`src/rtl/resize_interp_engine_pkg.sv`:
```
// Shared widths, FSM state encoding and the latched request record for the resize interpolation engine.
package resize_interp_engine_pkg;

   localparam int ADDR_SZ = 16;
   localparam int DATA_W  = 16;
   localparam int FRAC_W  = 16;

   typedef enum logic [2:0] {
      ST_IDLE = 3'd0,
      ST_RD1  = 3'd1,
      ST_RD2  = 3'd2,
      ST_CAP  = 3'd3,
      ST_CALC = 3'd4,
      ST_WR   = 3'd5
   } state_e;

   typedef struct packed {
      logic [ADDR_SZ-1:0] src_addr1;
      logic [ADDR_SZ-1:0] src_addr2;
      logic [ADDR_SZ-1:0] des_addr;
      logic [FRAC_W-1:0]  frac;
      logic               stage;
   } req_t;

endpackage

```
`src/rtl/resize_interp_engine_if.sv`:
```
// Request handshake from the resize controller and the pixel RAM port, with a modport for each side.
interface resize_interp_engine_if;
   import resize_interp_engine_pkg::*;

   logic               req_valid;
   logic               req_ready;
   logic [ADDR_SZ-1:0] src_addr1;
   logic [ADDR_SZ-1:0] src_addr2;
   logic [ADDR_SZ-1:0] des_addr;
   logic [FRAC_W-1:0]  fraction_part;
   logic               stage_flag;

   logic               rd_en;
   logic [ADDR_SZ-1:0] rd_addr;
   logic [DATA_W-1:0]  rd_data;
   logic               wr_en;
   logic [ADDR_SZ-1:0] wr_addr;
   logic [DATA_W-1:0]  wr_data;
   logic               wr_stage;

   modport req_master (output req_valid, src_addr1, src_addr2, des_addr, fraction_part, stage_flag,
                       input  req_ready);
   modport req_slave  (input  req_valid, src_addr1, src_addr2, des_addr, fraction_part, stage_flag,
                       output req_ready);
   modport ram_master (output rd_en, rd_addr, wr_en, wr_addr, wr_data, wr_stage,
                       input  rd_data);
   modport ram_slave  (input  rd_en, rd_addr, wr_en, wr_addr, wr_data, wr_stage,
                       output rd_data);

endinterface

```
`src/rtl/resize_interp_engine_lerp.sv`:
```
// Combinational 1-D lerp: p1 + ((p2 - p1) * frac >>> FRAC_W).
// Defining RESIZE_ROUND_EN rounds half-up instead of truncating toward minus infinity.
module resize_interp_engine_lerp
   import resize_interp_engine_pkg::*;
(
   input  logic [DATA_W-1:0] p1_i,
   input  logic [DATA_W-1:0] p2_i,
   input  logic [FRAC_W-1:0] frac_i,
   output logic [DATA_W-1:0] result_o
);

   localparam int PROD_W = DATA_W + FRAC_W + 2;

   logic signed [DATA_W:0]   diff_s;
   logic signed [PROD_W-1:0] prod_s;
   logic signed [PROD_W-1:0] adj_s;
   logic signed [PROD_W-1:0] shifted_s;
   logic signed [PROD_W-1:0] sum_s;
   logic                     unused_hi_s;

   assign diff_s = $signed({1'b0, p2_i}) - $signed({1'b0, p1_i});
   assign prod_s = PROD_W'(diff_s) * $signed({{(PROD_W-FRAC_W){1'b0}}, frac_i});

`ifdef RESIZE_ROUND_EN
   localparam logic [PROD_W-1:0] HALF_LSB = {{(PROD_W-FRAC_W){1'b0}}, 1'b1, {(FRAC_W-1){1'b0}}};
   assign adj_s = prod_s + $signed(HALF_LSB);
`else
   assign adj_s = prod_s;
`endif

   // The result is bounded by p1 and p2, so the upper bits of the sum carry no information.
   assign shifted_s   = adj_s >>> FRAC_W;
   assign sum_s       = $signed({{(PROD_W-DATA_W){1'b0}}, p1_i}) + shifted_s;
   assign result_o    = sum_s[DATA_W-1:0];
   assign unused_hi_s = ^sum_s[PROD_W-1:DATA_W];

endmodule

```
`src/rtl/resize_interp_engine.sv`:
```
// Reads two source pixels per request, interpolates them and writes one pixel every 6 cycles.
// Rounding mode is selected by the RESIZE_ROUND_EN macro inside the lerp sub-module.
module resize_interp_engine
   import resize_interp_engine_pkg::*;
(
   input  logic                              clk_i,
   input  logic                              reset_i,
   resize_interp_engine_if.req_slave         req_if,
   resize_interp_engine_if.ram_master        ram_if,
   input  logic                              ctrl_done_i,
   output logic                              busy_o,
   output logic                              done_o
);

   state_e             state_q;
   req_t               req_q;
   logic [DATA_W-1:0]  p1_q;
   logic [DATA_W-1:0]  p2_q;
   logic [DATA_W-1:0]  result_d;
   logic               req_ready_q;
   logic               rd_en_q;
   logic [ADDR_SZ-1:0] rd_addr_q;
   logic               wr_en_q;
   logic [ADDR_SZ-1:0] wr_addr_q;
   logic [DATA_W-1:0]  wr_data_q;
   logic               wr_stage_q;
   logic               busy_q;
   logic               done_q;
   logic               done_pending_q;
   logic               done_pending_d;
   logic               done_fire_s;
   logic               accept_s;

   resize_interp_engine_lerp u_lerp (
      .p1_i     (p1_q),
      .p2_i     (p2_q),
      .frac_i   (req_q.frac),
      .result_o (result_d)
   );

   assign accept_s = req_if.req_valid & req_ready_q;

   // Completion is held back while a request is waiting so done always trails the last write.
   always_comb begin
      done_fire_s    = 1'b0;
      done_pending_d = done_pending_q;
      if ((state_q == ST_IDLE) && done_pending_q && !req_if.req_valid) begin
         done_fire_s = 1'b1;
      end else begin
         done_fire_s = 1'b0;
      end
      done_pending_d = ctrl_done_i | (done_pending_q & ~done_fire_s);
   end

   // Engine FSM; every output is registered on the transition into the state that owns it.
   always_ff @(posedge clk_i) begin
      if (reset_i) begin
         state_q        <= ST_IDLE;
         req_q          <= '0;
         p1_q           <= '0;
         p2_q           <= '0;
         req_ready_q    <= 1'b1;
         rd_en_q        <= 1'b0;
         rd_addr_q      <= '0;
         wr_en_q        <= 1'b0;
         wr_addr_q      <= '0;
         wr_data_q      <= '0;
         wr_stage_q     <= 1'b0;
         busy_q         <= 1'b0;
         done_q         <= 1'b0;
         done_pending_q <= 1'b0;
      end else begin
         rd_en_q        <= 1'b0;
         wr_en_q        <= 1'b0;
         done_q         <= done_fire_s;
         done_pending_q <= done_pending_d;
         case (state_q)
            ST_IDLE: begin
               if (accept_s) begin
                  req_q       <= '{src_addr1: req_if.src_addr1, src_addr2: req_if.src_addr2,
                                   des_addr: req_if.des_addr, frac: req_if.fraction_part,
                                   stage: req_if.stage_flag};
                  rd_en_q     <= 1'b1;
                  rd_addr_q   <= req_if.src_addr1;
                  req_ready_q <= 1'b0;
                  busy_q      <= 1'b1;
                  state_q     <= ST_RD1;
               end
            end
            ST_RD1: begin
               rd_en_q   <= 1'b1;
               rd_addr_q <= req_q.src_addr2;
               state_q   <= ST_RD2;
            end
            ST_RD2: begin
               p1_q    <= ram_if.rd_data;
               state_q <= ST_CAP;
            end
            ST_CAP: begin
               p2_q    <= ram_if.rd_data;
               state_q <= ST_CALC;
            end
            ST_CALC: begin
               wr_en_q    <= 1'b1;
               wr_addr_q  <= req_q.des_addr;
               wr_data_q  <= result_d;
               wr_stage_q <= req_q.stage;
               state_q    <= ST_WR;
            end
            ST_WR: begin
               req_ready_q <= 1'b1;
               busy_q      <= 1'b0;
               state_q     <= ST_IDLE;
            end
            default: begin
               req_ready_q <= 1'b1;
               busy_q      <= 1'b0;
               state_q     <= ST_IDLE;
            end
         endcase
      end
   end

   assign req_if.req_ready = req_ready_q;
   assign ram_if.rd_en     = rd_en_q;
   assign ram_if.rd_addr   = rd_addr_q;
   assign ram_if.wr_en     = wr_en_q;
   assign ram_if.wr_addr   = wr_addr_q;
   assign ram_if.wr_data   = wr_data_q;
   assign ram_if.wr_stage  = wr_stage_q;
   assign busy_o           = busy_q;
   assign done_o           = done_q;

endmodule

```
`src/flat_wrapper.sv`:
```
// flat-port wrapper written by rule: the top's interface ports become plain ports
module resize_interp_engine_flat import resize_interp_engine_pkg::*;
  (clk_i, reset_i, ctrl_done_i, busy_o, done_o, req_if_req_valid, req_if_src_addr1, req_if_src_addr2, req_if_des_addr, req_if_fraction_part, req_if_stage_flag, req_if_req_ready, ram_if_rd_en, ram_if_rd_addr, ram_if_wr_en, ram_if_wr_addr, ram_if_wr_data, ram_if_wr_stage, ram_if_rd_data);
  resize_interp_engine_if req_if_i ();
  resize_interp_engine_if ram_if_i ();
  input  logic clk_i;
  input  logic reset_i;
  input  logic ctrl_done_i;
  output logic busy_o;
  output logic done_o;
  input wire logic [$bits(req_if_i.req_valid)-1:0] req_if_req_valid;
  input wire logic [$bits(req_if_i.src_addr1)-1:0] req_if_src_addr1;
  input wire logic [$bits(req_if_i.src_addr2)-1:0] req_if_src_addr2;
  input wire logic [$bits(req_if_i.des_addr)-1:0] req_if_des_addr;
  input wire logic [$bits(req_if_i.fraction_part)-1:0] req_if_fraction_part;
  input wire logic [$bits(req_if_i.stage_flag)-1:0] req_if_stage_flag;
  output wire logic [$bits(req_if_i.req_ready)-1:0] req_if_req_ready;
  output wire logic [$bits(ram_if_i.rd_en)-1:0] ram_if_rd_en;
  output wire logic [$bits(ram_if_i.rd_addr)-1:0] ram_if_rd_addr;
  output wire logic [$bits(ram_if_i.wr_en)-1:0] ram_if_wr_en;
  output wire logic [$bits(ram_if_i.wr_addr)-1:0] ram_if_wr_addr;
  output wire logic [$bits(ram_if_i.wr_data)-1:0] ram_if_wr_data;
  output wire logic [$bits(ram_if_i.wr_stage)-1:0] ram_if_wr_stage;
  input wire logic [$bits(ram_if_i.rd_data)-1:0] ram_if_rd_data;
  assign req_if_i.req_valid = req_if_req_valid;
  assign req_if_i.src_addr1 = req_if_src_addr1;
  assign req_if_i.src_addr2 = req_if_src_addr2;
  assign req_if_i.des_addr = req_if_des_addr;
  assign req_if_i.fraction_part = req_if_fraction_part;
  assign req_if_i.stage_flag = req_if_stage_flag;
  assign req_if_req_ready = req_if_i.req_ready;
  assign ram_if_rd_en = ram_if_i.rd_en;
  assign ram_if_rd_addr = ram_if_i.rd_addr;
  assign ram_if_wr_en = ram_if_i.wr_en;
  assign ram_if_wr_addr = ram_if_i.wr_addr;
  assign ram_if_wr_data = ram_if_i.wr_data;
  assign ram_if_wr_stage = ram_if_i.wr_stage;
  assign ram_if_i.rd_data = ram_if_rd_data;
  resize_interp_engine u_core (.clk_i(clk_i), .reset_i(reset_i), .req_if(req_if_i), .ram_if(ram_if_i), .ctrl_done_i(ctrl_done_i), .busy_o(busy_o), .done_o(done_o));
endmodule
```
`config.mk`:
```
export PLATFORM = sky130hd
export DESIGN_NAME = resize_interp_engine_flat
export DESIGN_NICKNAME = d
export VERILOG_FILES = /design/src/rtl/resize_interp_engine_pkg.sv /design/src/rtl/resize_interp_engine_if.sv /design/src/rtl/resize_interp_engine_lerp.sv /design/src/rtl/resize_interp_engine.sv /design/src/flat_wrapper.sv
export SDC_FILE = /design/constraint.sdc
export NUM_CORES = 1
export LEC_CHECK = 0
export BUFFER_PORTS_ARGS = -buffer_cell sky130_fd_sc_hd__buf_4
export CAP_MARGIN = 10
export CORE_UTILIZATION = 60
export CTS_CLUSTER_DIAMETER = 40
export CTS_CLUSTER_SIZE = 24
export DETAILED_ROUTE_END_ITERATION = 8
export GPL_TIMING_DRIVEN = 0
export PLACE_DENSITY = 0.76
export SYNTH_ARGS = -nofsm -noshare
export SYNTH_HDL_FRONTEND = slang
export SYNTH_SLANG_ARGS = --single-unit
export TNS_END_PERCENT = 1
```
`constraint.sdc`:
```
create_clock -name clk_i -period 11.7 [get_ports clk_i]
set_clock_uncertainty 0.05 [all_clocks]
set_input_delay 1.17 -clock clk_i [delete_from_list [all_inputs] [get_ports clk_i]]
set_output_delay 1.17 -clock clk_i [all_outputs]
set_load 0.02 [all_outputs]
```
Yosys cells after proc, flatten, opt, wreduce, memory -nomap -nowiden

Cells that the tools add are included.

Register bits: 139
Word-level logic and storage cells: 51
Latch bits: 0
Output and inout port bits: 54
Memory bits (writable): 0
Memories kept: 0
Input port bits: 85
ROM bits: 0

$lt $le $gt $ge: 0
Equality and inequality tests: 5
Bitwise logic cells: 5
Divide/modulo/power cells: 0
Mux-type cells: 12
$add $sub $neg: 2
$mul: 1
Reductions and logical operators: 9
Shift-type cells: 0

Operators with widths:

| operator                                                                | count |
|---|---|
| 17-bit by 17-bit multiplier with 32-bit output                          | 1 |
| 16-bit case mux with 2 select lines                                     | 1 |
| 16-bit by 16-bit subtractor with 17-bit output                          | 1 |
| 16-bit adder                                                            | 1 |
| 16-bit 2-to-1 mux                                                       | 1 |
| 3-bit case mux with 5 select lines                                      | 1 |
| 3-bit by 2-bit == test with 1-bit output, second input constant         | 2 |
| 1-bit case mux with 2 select lines                                      | 3 |
| 2-bit AND reduction                                                     | 3 |
| 1-bit 2-to-1 mux                                                        | 5 |
| 4-bit OR reduction                                                      | 1 |
| 3-bit by 1-bit == test with 1-bit output, second input constant         | 1 |
| 3-bit == test, second input constant                                    | 1 |
| 3-bit logical NOT                                                       | 1 |
| 3-bit 2-to-1 mux                                                        | 1 |
| 1-bit bitwise AND                                                       | 2 |
| 1-bit logical AND                                                       | 2 |
| 2-bit by 1-bit inequality test with 1-bit output, second input constant | 1 |
| 1-bit NOT                                                               | 2 |
| 2-bit nonzero test                                                      | 1 |
| 1-bit logical NOT                                                       | 1 |
| 1-bit bitwise OR                                                        | 1 |

Logic depth before layout (Yosys ltp)

Depth in word-level cells: 7
Depth in mapped cells: 45
Mapped depth without buffers: 44

Hierarchy

A second synthesis with hierarchy kept.

Cells, all modules: 1916
Area total of the unflattened synthesis: 16734.8 um^2

Modules (own cells, without submodules):

| module                    | instances | cells each | seq. area each (um^2) | area an instance (um^2) |
|---|---|---|---|---|
| resize_interp_engine_lerp | 1         | 1313       | 0.0                   | 11426.0 |
| resize_interp_engine      | 1         | 603        | 2782.7                | 5308.8 |

Worst setup path before layout

OpenSTA, ideal clock, no wires.

Path type: flip-flop to flip-flop
Start: register u_core.p1_q[1]
End: register u_core.wr_data_q[15] (netlist: u_core.ram_if.wr_data[15])
Stages on the path, launching flop included: 45
Data required time: 11.571 ns
Buffers on the path: 1
Path slack: 2.304 ns
Period minus slack after synthesis: 9.396 ns
Library setup time: 0.079 ns
Arrival: 9.266 ns
Path through: dfxtp_1 > inv_1 > ha_1 > nor2b_1 > o21ai_1 > a21boi_1 > o21ai_1 > a211oi_1 > a311oi_1 > o31ai_1 > a21oi_1 > xnor2_1 > buf_2 > and2_1 > fa_1 > inv_1 > fa_1 > fa_1 > [... 9 more ...] > o211ai_1 > and3_1 > o21a_1 > nor2_1 > nor2b_1 > nor2_1 > xnor2_1 > ha_1 > a21oi_1 > nand2_1 > o21ai_2 > o211ai_2 > or4b_4 > a31o_1 > a21oi_2 > xnor3_1 > xor2_1 > a211oi_2

Cells in the longest elaborated chain, start to end: 3

Ends and longest elaborated chain:

| what                                           | line                            | RTL |
|---|---|---|
| start, declared                                | resize_interp_engine.sv:17      | `logic [DATA_W-1:0] p1_q;` |
| start signal, assigned                         | resize_interp_engine.sv:96      | `p1_q <= ram_if.rd_data;` |
| 16-bit by 16-bit subtractor with 17-bit output | resize_interp_engine_lerp.sv:21 | `assign diff_s = $signed({1'b0, p2_i}) - $signed({1'b0, p1_i});` |
| 17-bit by 17-bit multiplier with 32-bit output | resize_interp_engine_lerp.sv:22 | `assign prod_s = PROD_W'(diff_s) * $signed({{(PROD_W-FRAC_W){1'b0}}, frac_i});` |
| 16-bit adder (*)                               | resize_interp_engine_lerp.sv:33 | `assign sum_s = $signed({{(PROD_W-DATA_W){1'b0}}, p1_i}) + shifted_s;` |
| end signal, assigned                           | resize_interp_engine.sv:106     | `wr_data_q <= result_d;` |
| end, declared                                  | resize_interp_engine.sv:25      | `logic [DATA_W-1:0] wr_data_q;` |

Mark *: on every way between the ends. The rest lies on a longest branch, timed or not.
A chain may end at the register's enable or synchronous reset.

Worst setup path in the final report

Start: register u_core.p2_q[0]
End: register u_core.wr_data_q[15] (netlist: u_core.ram_if.wr_data[15])

Cells in the longest elaborated chain, start to end: 3

Ends and longest elaborated chain:

| what                                           | line                            | RTL |
|---|---|---|
| start, declared                                | resize_interp_engine.sv:18      | `logic [DATA_W-1:0] p2_q;` |
| start signal, assigned                         | resize_interp_engine.sv:100     | `p2_q <= ram_if.rd_data;` |
| 16-bit by 16-bit subtractor with 17-bit output | resize_interp_engine_lerp.sv:21 |  |
| 17-bit by 17-bit multiplier with 32-bit output | resize_interp_engine_lerp.sv:22 |  |
| 16-bit adder                                   | resize_interp_engine_lerp.sv:33 |  |

No other way between the ends.

==> run_summary.xml <==
<?xml version="1.0" encoding="UTF-8"?>
<metrics>
  <group name="routing">
    <metric name="drt_pre_antenna_iters" unit="">5</metric>
    <metric name="drt-total-wl" unit="um">41000</metric>
    <metric name="avgViaCountPerCell" unit="">5.38</metric>
    <metric name="drcViolationCount" unit="">0</metric>
    <metric name="via_count" unit="">12998</metric>
    <metric name="wl_per_cell" unit="um">16.9</metric>
    <metric name="initialDrtViolationCount" unit="">823</metric>
    <metric name="ant_nets" unit="">0</metric>
  </group>
  <group name="critical_path">
    <metric name="delay_of_the_slowest_cell_on_the_worst_path" unit="ns">0.71</metric>
    <metric name="critical_path.max_fanout" unit="">10</metric>
    <metric name="critPathCaptureType" unit="">flop</metric>
    <metric name="cp.required" unit="ns">11.92</metric>
    <metric name="worst-setup-path-type" unit="">flop to flop</metric>
    <metric name="worst_path_most_repeated_cell" unit="">fa_1</metric>
    <metric name="critPathLaunchType" unit="">flop</metric>
    <metric name="worst_path_max_delay_cell" unit="">xnor2_1</metric>
    <metric name="critical_path_arrival" unit="ns">11.44</metric>
  </group>
  <group name="timing">
    <metric name="worst_slew_pin_slew" unit="ns">1.16</metric>
    <metric name="final_max_slew_viol_count" unit="">0</metric>
    <metric name="setup_violations_final" unit="">0</metric>
    <metric name="min_period" unit="ns">11.21</metric>
    <metric name="rsz_0062_raised_after_global_routing" unit="">no</metric>
    <metric name="hold_violation_count_in_the_final_report" unit="">0</metric>
    <metric name="finalSetupTns" unit="ns">0</metric>
    <metric name="timing.final.crit_share" unit="">0.958</metric>
    <metric name="max_clock_freq" unit="GHz">0.0892</metric>
    <metric name="slew-limit-headroom" unit="">0.219</metric>
  </group>
  <group name="hold_path">
    <metric name="min_path_type" unit="">flop to flop</metric>
  </group>
  <group name="grt">
    <metric name="grt_first_pass_wirelength" unit="um">68200</metric>
    <metric name="grt_util_all_layers" unit="">0.315</metric>
    <metric name="grt_start_max_net_pins" unit="">17</metric>
    <metric name="first_global_vias" unit="">13924</metric>
    <metric name="global_route_congestion_overflow_total" unit="">0</metric>
    <metric name="number_of_antenna_violations_at_the_first_check_in_global_routing" unit="">1</metric>
  </group>
  <group name="finish">
    <metric name="multi_input_area" unit="sq um">11600</metric>
    <metric name="design.final.nets" unit="">2536</metric>
    <metric name="final-seq-area" unit="sq um">2780</metric>
    <metric name="post_layout_nonfiller_instances" unit="">2418</metric>
    <metric name="drive_above_1_share" unit="">0.0941</metric>
    <metric name="synthToLayoutAreaGrowth" unit="%">13.4</metric>
    <metric name="final.fill_count" unit="">2079</metric>
    <metric name="diodes" unit="">0</metric>
  </group>
  <group name="floorplanning">
    <metric name="die_x" unit="um">166</metric>
    <metric name="die_area" unit="sq um">27400</metric>
    <metric name="die-height" unit="um">166</metric>
    <metric name="placement_rows" unit="">59</metric>
    <metric name="core_region_area" unit="sq um">26100</metric>
    <metric name="io-pin-count" unit="">139</metric>
    <metric name="floorplan.initialDensity" unit="">0.615</metric>
  </group>
  <group name="logic_synthesis">
    <metric name="synth_warnings" unit="">0</metric>
    <metric name="synth.area.top_cells" unit="">fa_1 (33%), dfxtp_1 (17%), nand2_1 (9.3%)</metric>
    <metric name="async_reset_ff_frac" unit="">0</metric>
    <metric name="postSynthRegisterBits" unit="">139</metric>
    <metric name="synth_largest_type_area_fraction" unit="">0.333</metric>
    <metric name="postSynthAreaPerCell" unit="sq um">8.42</metric>
    <metric name="postSynthNetCount" unit="">2375</metric>
    <metric name="ys_dominant_reg_cell" unit="">dfxtp_1</metric>
    <metric name="synthDominantAreaCellType" unit="">fa_1</metric>
    <metric name="ys_seq_area_frac" unit="">0.173</metric>
    <metric name="postSynthCellCount" unit="">1909</metric>
    <metric name="synth.distinct_cells" unit="">58</metric>
    <metric name="number_of_flops_mapped_to_enable_cells_by_yosys" unit="">0</metric>
    <metric name="syn-cell-area" unit="sq um">16100</metric>
  </group>
  <group name="clock_tree">
    <metric name="cts_tree" unit="">done</metric>
    <metric name="cts-root-to-sink-buffers" unit="">2</metric>
    <metric name="path_clk_slew" unit="ns">0.06</metric>
    <metric name="ctsHtreeMaxLevel" unit="">4</metric>
    <metric name="clock_tree.root_cell" unit="">clkbuf_16</metric>
    <metric name="cts.hold.buffers_added" unit="">0</metric>
    <metric name="clock_latency" unit="ns">0.42</metric>
    <metric name="cts_made_buffers" unit="">17</metric>
    <metric name="clock_sink_count" unit="">139</metric>
  </group>
  <group name="outcome">
    <metric name="run_status" unit="">complete, no violations</metric>
  </group>
  <group name="placement">
    <metric name="gpl.final_weighted_congestion" unit="">0.941</metric>
    <metric name="placed_cells" unit="">2382</metric>
    <metric name="detailed_place_hpwl" unit="um">33100</metric>
    <metric name="port-buffer-count" unit="">138</metric>
  </group>
  <group name="job">
    <metric name="max_cap_violations" unit="">0</metric>
  </group>
  <group name="power_and_ir_drop">
    <metric name="powerDensity" unit="nW/um^2">271</metric>
    <metric name="total_leakage_power" unit="nW">8.91</metric>
    <metric name="power.ir.vdd_worst" unit="uV">320</metric>
  </group>
</metrics>
synth_stat cells (all sizes together) (5+ instances only):
library cell	count
nand2	400
inv	372
fa	267
a21oi	159
dfxtp	139
ha	114
and2	107
clkbuf	86
xnor2	40
nor2	39
nor2b	27
o21ai	19
a22oi	16
nand2b	13
xor2	12
nor3	11
nand3	8
a211oi	7
a21o	7
o21a	6
o211ai	5
critical path, delay by kind of cell, from the launching register on:
kind,cells,cell delay [ns]
AOI/OAI and AO/OA,14,2.53
xor gates and xnor gates,4,1.41
adders and majority gates,10,3.95
buffers and inverters,7,1.05
DFF,1,0.32
and+or+nand+nor,9,1.73
routing by layer:
metal	vias up	routed length (um)	GRT usage
met2	528	19800	0.533
met3	90	3570	0.0662
met4	0	1260	0.114
met1	6296	16300	0.399
met5	-	0	0
li1	6084	-	-
flip-flops by register name (all words and copies together), names as in the netlist:
name                     count
u_core.ram_if.rd_addr       16
u_core.ram_if.wr_en          1
u_core.p1_q                 16
u_core.ram_if.wr_data       16
u_core.p2_q                 16
u_core.ram_if.wr_stage       1
u_core.state_q               3
u_core.done_pending_q        1
u_core.ram_if.rd_en          1
u_core.busy_o                1
u_core.req_q                49
u_core.req_if.req_ready      1
u_core.done_o                1
u_core.ram_if.wr_addr       16
timing repair:
| action | CTS | global route |
|---|---|---|
| setup endpoints to repair | 0 | 2 |
| buffers inserted | 0 | 4 |
| resized for setup | 0 | 7 |
| endpoints found under the hold margin | 0 | 0 |
area by class of cell:
cell class	count	share of cell area
Multi-Input combinational cell	1308	0.636
Sequential cell	139	0.153
Inverter	372	0.0767
Timing Repair Buffer	142	0.0585
Clock buffer	19	0.0243
Tap cell	335	0.0230
Buffer	90	0.0188
Clock inverter	13	0.00982
final timing paths:
path	end	slack (ns)	depth (start not counted)	start
worst max-delay path	u_core.ram_if.wr_data[15]	0.49	44	u_core.p2_q[0]
worst max register to register	u_core.ram_if.wr_data[15]	0.49	44	u_core.p2_q[0]
worst min-delay path	u_core.done_o	0.40	2	u_core.done_pending_q
worst min register to register	u_core.done_o	0.40	2	u_core.done_pending_q
report_power, final:
group          leakage (nW)  internal, W  switching [W]
combinational          7.48      0.00149        0.00232
sequential             1.13     0.000512      0.0000290
clock                 0.301     0.000347       0.000226
total                  8.91      0.00235        0.00258
metrics by stage:
stage	util	instance area, sq um	total power, W	worst slack (ns)	hold slack, ns
after floorplan	-	16100	0.00323	2.30	0.366
after global placement	0.671	17500	0.00414	0.325	0.382
after detailed placement	0.671	17500	0.00422	0.168	0.386
after CTS	0.694	18100	0.00485	0.0804	0.394
after global routing	0.697	18200	0.00536	0.0106	0.414
final	0.697	18200	0.00493	0.486	0.395
cell usage in the layout (no fill, tap or decap), drive strengths merged, types with 13 or more instances in the layout:
cell type,n
clkbuf,105
nand2,400
o21ai,19
ha,114
buf,146
dfxtp,139
nor2,39
a21oi,159
fa,267
a22oi,16
nand2b,13
xnor2,40
inv,378
and2,107
nor2b,27
kinds of logic after synthesis:
family          after synthesis  share of synthesized area
xor+xnor                     53                     0.0309
buf+inv                     462                      0.108
simple gates                630                      0.177
flops                       139                      0.173
compound gates              244                     0.0894
fa+ha+maj                   381                      0.421
No activity file was read; power rests on OpenSTA's default activity.
